### src/rtl/des_round_ctrl.sv
// Control sequencer for the iterative DES datapath: IP, 16 Feistel rounds, FP, then result handoff.
// Result valid 3+16*RC cycles after accept; out_valid holds until out_ready and no new block is accepted meanwhile.
module des_round_ctrl #(
  parameter int RC = 1
) (
  input  logic       clk,
  input  logic       rst_n,
  input  logic       start_valid,
  output logic       start_ready,
  input  logic       decrypt,
  input  logic       abort,
  output logic       ip_load,
  output logic       round_en,
  output logic [3:0] round_idx,
  output logic       key_load,
  output logic [1:0] key_shift_amt,
  output logic       key_shift_dir,
  output logic       fp_load,
  output logic       out_valid,
  input  logic       out_ready,
  output logic       busy
);

  localparam int SW = (RC > 1) ? $clog2(RC) : 1;
  localparam logic [SW-1:0] SUB_LAST = SW'(RC - 1);

  localparam logic [2:0] S_IDLE  = 3'd0;
  localparam logic [2:0] S_IP    = 3'd1;
  localparam logic [2:0] S_ROUND = 3'd2;
  localparam logic [2:0] S_FP    = 3'd3;
  localparam logic [2:0] S_DONE  = 3'd4;

  logic [2:0]    state;
  logic [3:0]    idx_q;
  logic [SW-1:0] sub_q;
  logic          mode_q;
  logic          round_last;

  assign round_last = (state == S_ROUND) && (sub_q == SUB_LAST);

  always_ff @(posedge clk) begin
    if (!rst_n) begin
      state  <= S_IDLE;
      idx_q  <= 4'd0;
      sub_q  <= '0;
      mode_q <= 1'b0;
    end else begin
      case (state)
        S_IDLE: begin
          if (start_valid) begin
            state  <= S_IP;
            mode_q <= decrypt;
            idx_q  <= 4'd0;
            sub_q  <= '0;
          end
        end
        S_IP: state <= abort ? S_IDLE : S_ROUND;
        S_ROUND: begin
          if (abort) begin
            state <= S_IDLE;
          end else if (sub_q == SUB_LAST) begin
            sub_q <= '0;
            // Index saturates at 15 so it reads as the last round through FP and DONE.
            if (idx_q == 4'd15) state <= S_FP;
            else                idx_q <= idx_q + 4'd1;
          end else begin
            sub_q <= sub_q + SW'(1);
          end
        end
        S_FP: state <= abort ? S_IDLE : S_DONE;
        S_DONE: begin
          if (abort || out_ready) state <= S_IDLE;
        end
        default: state <= S_IDLE;
      endcase
    end
  end

  // Abort silences every strobe in its own cycle so a cancelled block never commits anything.
  assign start_ready = (state == S_IDLE);
  assign busy        = (state != S_IDLE);
  assign ip_load     = (state == S_IP) && !abort;
  assign key_load    = ip_load;
  assign round_en    = round_last && !abort;
  assign fp_load     = (state == S_FP) && !abort;
  assign out_valid   = (state == S_DONE) && !abort;
  assign round_idx   = idx_q;

  always_comb begin
    key_shift_amt = 2'd0;
    key_shift_dir = 1'b0;
    if (round_en) begin
      key_shift_dir = mode_q;
      // Decrypt starts from the unrotated key, so its first round needs no shift.
      if (mode_q && (idx_q == 4'd0))
        key_shift_amt = 2'd0;
      else if (idx_q inside {4'd0, 4'd1, 4'd8, 4'd15})
        key_shift_amt = 2'd1;
      else
        key_shift_amt = 2'd2;
    end
  end

endmodule
### config.mk
export PLATFORM = sky130hd
export DESIGN_NAME = des_round_ctrl
export DESIGN_NICKNAME = d
export VERILOG_FILES = /design/src/rtl/des_round_ctrl.sv
export SDC_FILE = /design/constraint.sdc
export NUM_CORES = 1
export LEC_CHECK = 0
export BUFFER_PORTS_ARGS = -buffer_cell sky130_fd_sc_hd__buf_4
export CORE_MARGIN = 2
export CORE_UTILIZATION = 30
export DETAILED_ROUTE_END_ITERATION = 7
export PLACE_DENSITY = 0.58
export SLEW_MARGIN = 30
export SYNTH_ARGS = -nofsm -noshare
export SYNTH_HDL_FRONTEND = slang
export SYNTH_SLANG_ARGS = --single-unit
### constraint.sdc
create_clock -name clk -period 1.24 [get_ports clk]
set_input_delay 0.062 -clock clk [delete_from_list [all_inputs] [get_ports clk]]
set_output_delay 0.062 -clock clk [all_outputs]
set_load 0.01 [all_outputs]
==> metrics.md, run 1 <==
| Metric | Value |
|---|---|
| Max_cap viols | `0` |
| Filler cells | `138` |
| CP Launch Point | `state[0]` |
| Unrepaired setup endpoints after global routing | `true` |
| Post-Synthesis Cells | `63` |
| Synth warnings | `0` |
| Worst skew pair latency | `0.26 ns` |
| Worst Setup Slack post-DPL | `-0.210 ns` |
| Syn_area_per_cell | `8.80 sq um` |
| Clk buf depth | `2` |
| Synth Cell Area | `554 sq um` |
| Fin area | `1180 sq um` |
| Sw Ratio | `28.9%` |
| Starting Density | `32.1%` |
| Row count | `15` |
| Distinct cells, synth | `37` |
| Slew HR | `84.8%` |
| Max VDD drop | `0.628 mV` |
| Vias post-DR | `740` |
| Finished Core Util | `68.1%` |
| Reg2Reg Depth | `6` |
| Dpl hpwl | `1260 um` |
| Setup Skew | `0.0113 ns` |
| #FFs+latches synth | `8` |
| Largest net degree at the start of global routing | `10` |
| Internal | `518 uW` |
| Tot Pwr | `728 uW` |
| Vias in the first global route | `683` |
| Global-route usage over all layers | `21.0%` |
| Via/cell ratio | `5.17` |
| Slew Limit Fails | `0` |
| Setup ws final | `-0.414 ns` |
| Final hold violation count | `0` |
| Drt drc | `0` |
| CP required | `1.18 ns` |
| Tightest Pin Transition | `0.227 ns` |
| Footprint of the multi-input gates | `467 sq um` |
| CTS tree | `yes` |
| Crit. End Element | `primary output` |
| Part of the cycle the worst path needs | `133%` |
| Leakage power | `0.528 nW` |
| CTS Hold Bufs | `0` |
| Core area | `1730 sq um` |
| GPL Wtd Cong | `0.744` |
| PwrDens | `619 nW/um^2` |
| Share of power burned in registers | `37.0%` |
| Die Span X | `47.0 um` |
| CTS clk-pin slew, worst paths | `0.06 ns` |
| GRT Residual Overflow | `0` |
| IO Port Bufs | `19` |
| Clock root buffer | `clkbuf_4` |
| Storage cell area | `170 sq um` |
| WP data arrival | `1.59 ns` |
| DP Cell Count | `128` |
| F_max | `605 MHz` |
| Die area | `2210 sq um` |
| DRT iter0 DRCs | `24` |
| Hold WC Path Type | `in -> reg` |
| Clock Power Share | `28.4%` |
| Number of clock sinks | `8` |
| Startpoint Class | `flip-flop` |
| Antenna violations before repair | `0` |
| Crit Path Category | `reg -> out` |
| Ant diodes | `0` |
| Hold slack | `0.0734 ns` |
| Register area share after synthesis | `28.9%` |
| Fin nets | `129` |
| Ports | `20` |
| Final setup vio count | `18` |
| Worst Hold Path Cells | `3` |
| Final TNS setup | `-5.17 ns` |
| Net Switching | `211 uW` |
| Syn Nets | `72` |
| Fin crit period | `1.65 ns` |
| Proportion of layout cells with a drive suffix above 1 | `75.4%` |
| WL final | `2140 um` |
| Critical-path maximum fanout | `3` |
| Run status | `finished with violations` |
| First-pass DRT Iterations | `4` |
| Wire per inst | `15.0 um` |
| H-Tree Depth | `1` |
| Failing checks | `setup timing` |
| Crit Reg-Reg Startpoint | `state[0]` |
| Placed cell area | `901 sq um` |
| Combinational Power Share | `34.7%` |
| Die span in y | `47.0 um` |
| Finished Layout Cells | `143` |
| Area delta synth->final | `112%` |
| Hold_sp | `out_ready` |
| Global-route wire length before repair | `3150 um` |
| Number of buffers created by CTS | `3` |
| Post-route ant nets | `0` |
[state kept, by name, summed over array words and instances, names as in the netlist]
signal     count
mode_q         1
round_idx      4
state          3
[worst max-delay path, cell delays in order, from the launching register on]
cell and delay [ns]:
dfxtp_2 0.32, or4b_4 0.54, clkinv_4 0.08, nand2_4 0.05, nor3b_4 0.18, buf_4 0.15
[repair_timing]
action,in CTS,in global routing
gates cloned,0,0
pin swaps,4,11
resized for setup,22,23
setup endpoints to repair,17,18
buffers inserted,6,6
[power groups by stage]
stage	combinational, mW	clock (mW)	sequential (mW)
3_3_place_gp	0.148	0	0.278
5_1_grt	0.267	0.231	0.270
3_5_place_dp	0.148	0	0.279
6_report	0.253	0.207	0.269
2_1_floorplan	0.0586	0	0.280
4_1_cts	0.195	0.214	0.270
[placed cells by master (no fill, tap or decap), drive strengths merged, types with 2 or more instances in the layout]
master  count
a21boi      3
buf        55
clkbuf      3
dfxtp       8
ha          3
inv         3
nand2       4
nand3       8
nand4       2
nor2        2
nor3        2
nor4b       2
o211ai      2
o21ai       2
or4b        2
[cell usage after synthesis]
cell       n  share of area [%]
a21boi_0   1                1.4
a21boi_1   2                2.7
a21oi_1    1               0.90
and2_2     1                1.4
and3_1     1                1.1
and4bb_2   1                2.3
buf_4      1                1.4
buf_6      1                2.0
clkbuf_1   1               0.68
clkinv_4   1                1.6
dfxtp_1    8                 29
ha_1       3                6.8
inv_1      3                2.0
nand2_1    3                2.0
nand2_2    1                1.1
nand3_1    7                6.3
nand3_2    1                1.8
nand3b_1   1                1.4
nand4_1    2                2.3
nand4b_1   1                1.6
nand4bb_1  1                2.0
nor2_1     2                1.4
nor2b_1    1                1.1
nor3_1     2                1.8
nor3b_2    1                2.3
nor4_1     1                1.1
nor4b_1    2                3.2
o211ai_1   2                2.7
o21a_1     1                1.4
o21ai_0    2                1.8
o21bai_1   1                1.4
o221ai_1   1                1.6
o22a_2     1                1.8
or2_2      1                1.1
or3b_1     1                1.6
or4b_1     1                1.8
or4b_4     1                2.5
[cell type report]
cell class,instances,share of cell area (%)
Clock buffer,3,1.91
Sequential cell,8,14.5
Timing Repair Buffer,55,39.6
Tap cell,25,2.66
Multi-Input combinational cell,48,39.7
Inverter,4,1.70
[logic make-up (layout without fill, tap and decap cells)]
kind of cell / count (synthesis) / in the layout / share of synthesized area [%]
AO/OA/AOI/OAI: 12 / 12 / 15.6
adder cells (fa/ha/maj): 3 / 3 / 6.77
buffers and inverters: 7 / 62 / 7.67
flip-flops: 8 / 8 / 28.9
AND/OR/NAND/NOR: 33 / 33 / 41.1
[path summary, 6_finish.rpt]
kind                            to  slack [ns]
setup / recovery  key_shift_amt[1]       -0.41
hold / removal            state[2]        0.07
setup reg to reg          state[2]       -0.36
hold reg to reg             mode_q        0.51
[per-layer routing]
metal  wire (um)  global-route usage, %  up-vias  part of all wire [%]
met4          69                   11.7        0                   3.2
met1         795                   25.4      351                    37
met3         114                   8.08        8                   5.3
met5           0                      0        -                     0
met2        1160                   31.8       32                    54
li1            -                      -      349                     -
(Power assumes the default switching activity.)
==> inputs of run 2 (changes only) <==
Settings changed: BUFFER_PORTS_ARGS -buffer_cell sky130_fd_sc_hd__buf_4 to -buffer_cell sky130_fd_sc_hd__clkbuf_2, SKIP_LAST_GASP from default to 1.
==> metrics.md, run 2 (synthesis results as in run 1) <==
| Metric | Value |
|---|---|
| Commonest cells after routing, fill and taps aside | `27 x buf_4, 13 x buf_6, 12 x clkbuf_2 (was 41 x buf_4, 14 x buf_6, 6 x nand3_1)` |
| Starting Density | `32.1% (unchanged)` |
| Hold WC Path Type | `in -> reg (unchanged)` |
| Wire per inst | `13.6 um (was 15.0 um)` |
| Proportion of layout cells with a drive suffix above 1 | `73.7% (was 75.4%)` |
| Unrepaired setup endpoints after global routing | `true (unchanged)` |
| Clk buf depth | `2 (unchanged)` |
| CP Launch Point | `state[0] (unchanged)` |
| Dpl hpwl | `1210 um (was 1260 um)` |
| Die area | `2210 sq um (unchanged)` |
| Leakage power | `0.510 nW (was 0.528 nW)` |
| Final setup vio count | `15 (was 18)` |
| Vias post-DR | `681 (was 740)` |
| CP required | `1.18 ns (about the same)` |
| Failing checks | `setup timing (unchanged)` |
| Number of buffers created by CTS | `3 (unchanged)` |
| PwrDens | `616 nW/um^2 (was 619 nW/um^2)` |
| Via/cell ratio | `4.76 (was 5.17)` |
| Setup ws final | `-0.436 ns (was -0.414 ns)` |
| Max_cap viols | `0 (unchanged)` |
| Critical-path maximum fanout | `3 (unchanged)` |
| DRT iter0 DRCs | `9 (was 24)` |
| Largest register FFs | `4 (unchanged)` |
| F_max | `596 MHz (was 605 MHz)` |
| Crit-path cells | `or4b_4 -> clkinv_4 -> nand2_4 -> nor3b_4 -> buf_2 (was or4b_4 -> clkinv_4 -> nand2_4 -> nor3b_4 -> buf_4)` |
| CTS tree | `yes (unchanged)` |
| Largest net degree at the start of global routing | `10 (unchanged)` |
| Worst Hold Path Cells | `3 (unchanged)` |
| Hold_sp | `decrypt (was out_ready)` |
| Hold Path Sink | `mode_q (was state[2])` |
| Startpoint Class | `flip-flop (unchanged)` |
| GRT Residual Overflow | `0 (unchanged)` |
| Crit Reg-Reg Startpoint | `state[0] (unchanged)` |
| Tightest Pin Transition | `0.234 ns (was 0.227 ns)` |
| Critical path's largest stage delay | `0.54 ns (about the same)` |
| Reg2reg end | `round_idx[1] (was state[2])` |
| R2r setup slk | `-0.39 ns (was -0.36 ns)` |
| Crit Path Category | `reg -> out (unchanged)` |
| Vias in the first global route | `633 (was 683)` |
| Slew Limit Fails | `0 (unchanged)` |
| Global-route usage over all layers | `18.3% (was 21.0%)` |
| CTS Hold Bufs | `0 (unchanged)` |
| Final hold violation count | `0 (unchanged)` |
| First-pass DRT Iterations | `4 (unchanged)` |
| Core area | `1730 sq um (unchanged)` |
| Row count | `15 (unchanged)` |
| Slew HR | `84.4% (was 84.8%)` |
| Commonest non-fill, non-tap cell in the layout | `buf_4 (unchanged)` |
| Die Span X | `47.0 um (unchanged)` |
| GPL Wtd Cong | `0.763 (was 0.744)` |
| Die span in y | `47.0 um (unchanged)` |
| Global-route wire length before repair | `2750 um (was 3150 um)` |
| Ports | `20 (unchanged)` |
| Fin crit period | `1.68 ns (was 1.65 ns)` |
| Reg2Reg Depth | `6 (unchanged)` |
| Ant diodes | `0 (unchanged)` |
| IO Port Bufs | `19 (unchanged)` |
| Worst skew pair latency | `0.27 ns (was 0.26 ns)` |
| WP data arrival | `1.61 ns (was 1.59 ns)` |
| H-Tree Depth | `1 (unchanged)` |
| Clock root buffer | `clkbuf_4 (unchanged)` |
| Final TNS setup | `-3.97 ns (was -5.17 ns)` |
| Number of clock sinks | `8 (unchanged)` |
| Max VDD drop | `0.567 mV (was 0.628 mV)` |
| CTS clk-pin slew, worst paths | `0.06 ns (about the same)` |
| Antenna violations before repair | `0 (unchanged)` |
| Part of the cycle the worst path needs | `135% (was 133%)` |
| Crit. End Element | `primary output (unchanged)` |
| WL final | `1950 um (was 2140 um)` |
| Slowest stage cell, crit path | `or4b_4 (unchanged)` |
| Drt drc | `0 (unchanged)` |
| Setup Skew | `0.0116 ns (was 0.0113 ns)` |
| Run status | `finished with violations (unchanged)` |
| Hold slack | `0.0703 ns (was 0.0734 ns)` |
| Area delta synth->final | `100% (was 112%)` |
| Post-route ant nets | `0 (unchanged)` |
| Fin nets | `129 (unchanged)` |
-- run 2: cell type report --
| type | instances | area, sq um |
|---|---|---|
| fillers | 142 | 616 |
| multi-input cells | 48 | 442 |
| repair buffers | 55 | 424 |
| flip-flops and latches | 8 | 171 |
| well taps | 25 | 31.3 |
| clock buffers | 3 | 22.5 |
| inverters | 4 | 20.0 |
-- run 2: per-stage QoR --
step                      setup slack [ns]  cells  util (%)  cell area [sq um]  power (mW)
after floorplan                     -0.134     63         -                571       0.339
after global placement              -0.154    128      49.4                853       0.406
after detailed placement            -0.205    128      49.4                853       0.407
after CTS                           -0.400    140      58.9               1020       0.656
after global routing                -0.491    143      64.3               1110       0.723
final                               -0.436    143      64.3               1110       0.685
-- run 2: routing by layer --
metal | GRT usage (%) | wire (um) | share of wire, %
met1 | 22.1 | 838 | 43
met2 | 29.9 | 1040 | 53
met3 | 6.15 | 46 | 2.4
met4 | 7.22 | 25 | 1.3
met5 | 0 | 0 | 0
-- run 2: worst max path at each step --
stage | to
floorplan | key_shift_amt[1]
global route | key_shift_amt[1]
global placement | key_shift_amt[1]
detailed placement | key_shift_amt[1]
CTS | key_shift_amt[1]
finish | key_shift_amt[1]
-- run 2: what timing repair did --
action	in CTS	in global routing
gates resized for setup	20	28
cloned	0	0
endpoints found under the setup margin	16	18
pin swaps	7	7
buffers inserted	9	6
-- run 2: critical path: cells and delay by family, from the launching register on --
kind / cells / cell delay (ns)
buffers and inverters: 2 / 0.24
and+or+nand+nor: 3 / 0.78
DFF: 1 / 0.33
-- run 2: report_power, final --
group / switching [mW] / leakage (nW) / internal, mW / total, mW
sequential: 0.00817 / 0.0678 / 0.263 / 0.272
clock: 0.0953 / 0.0138 / 0.111 / 0.206
combinational: 0.0874 / 0.428 / 0.119 / 0.207
total: 0.191 / 0.510 / 0.494 / 0.685
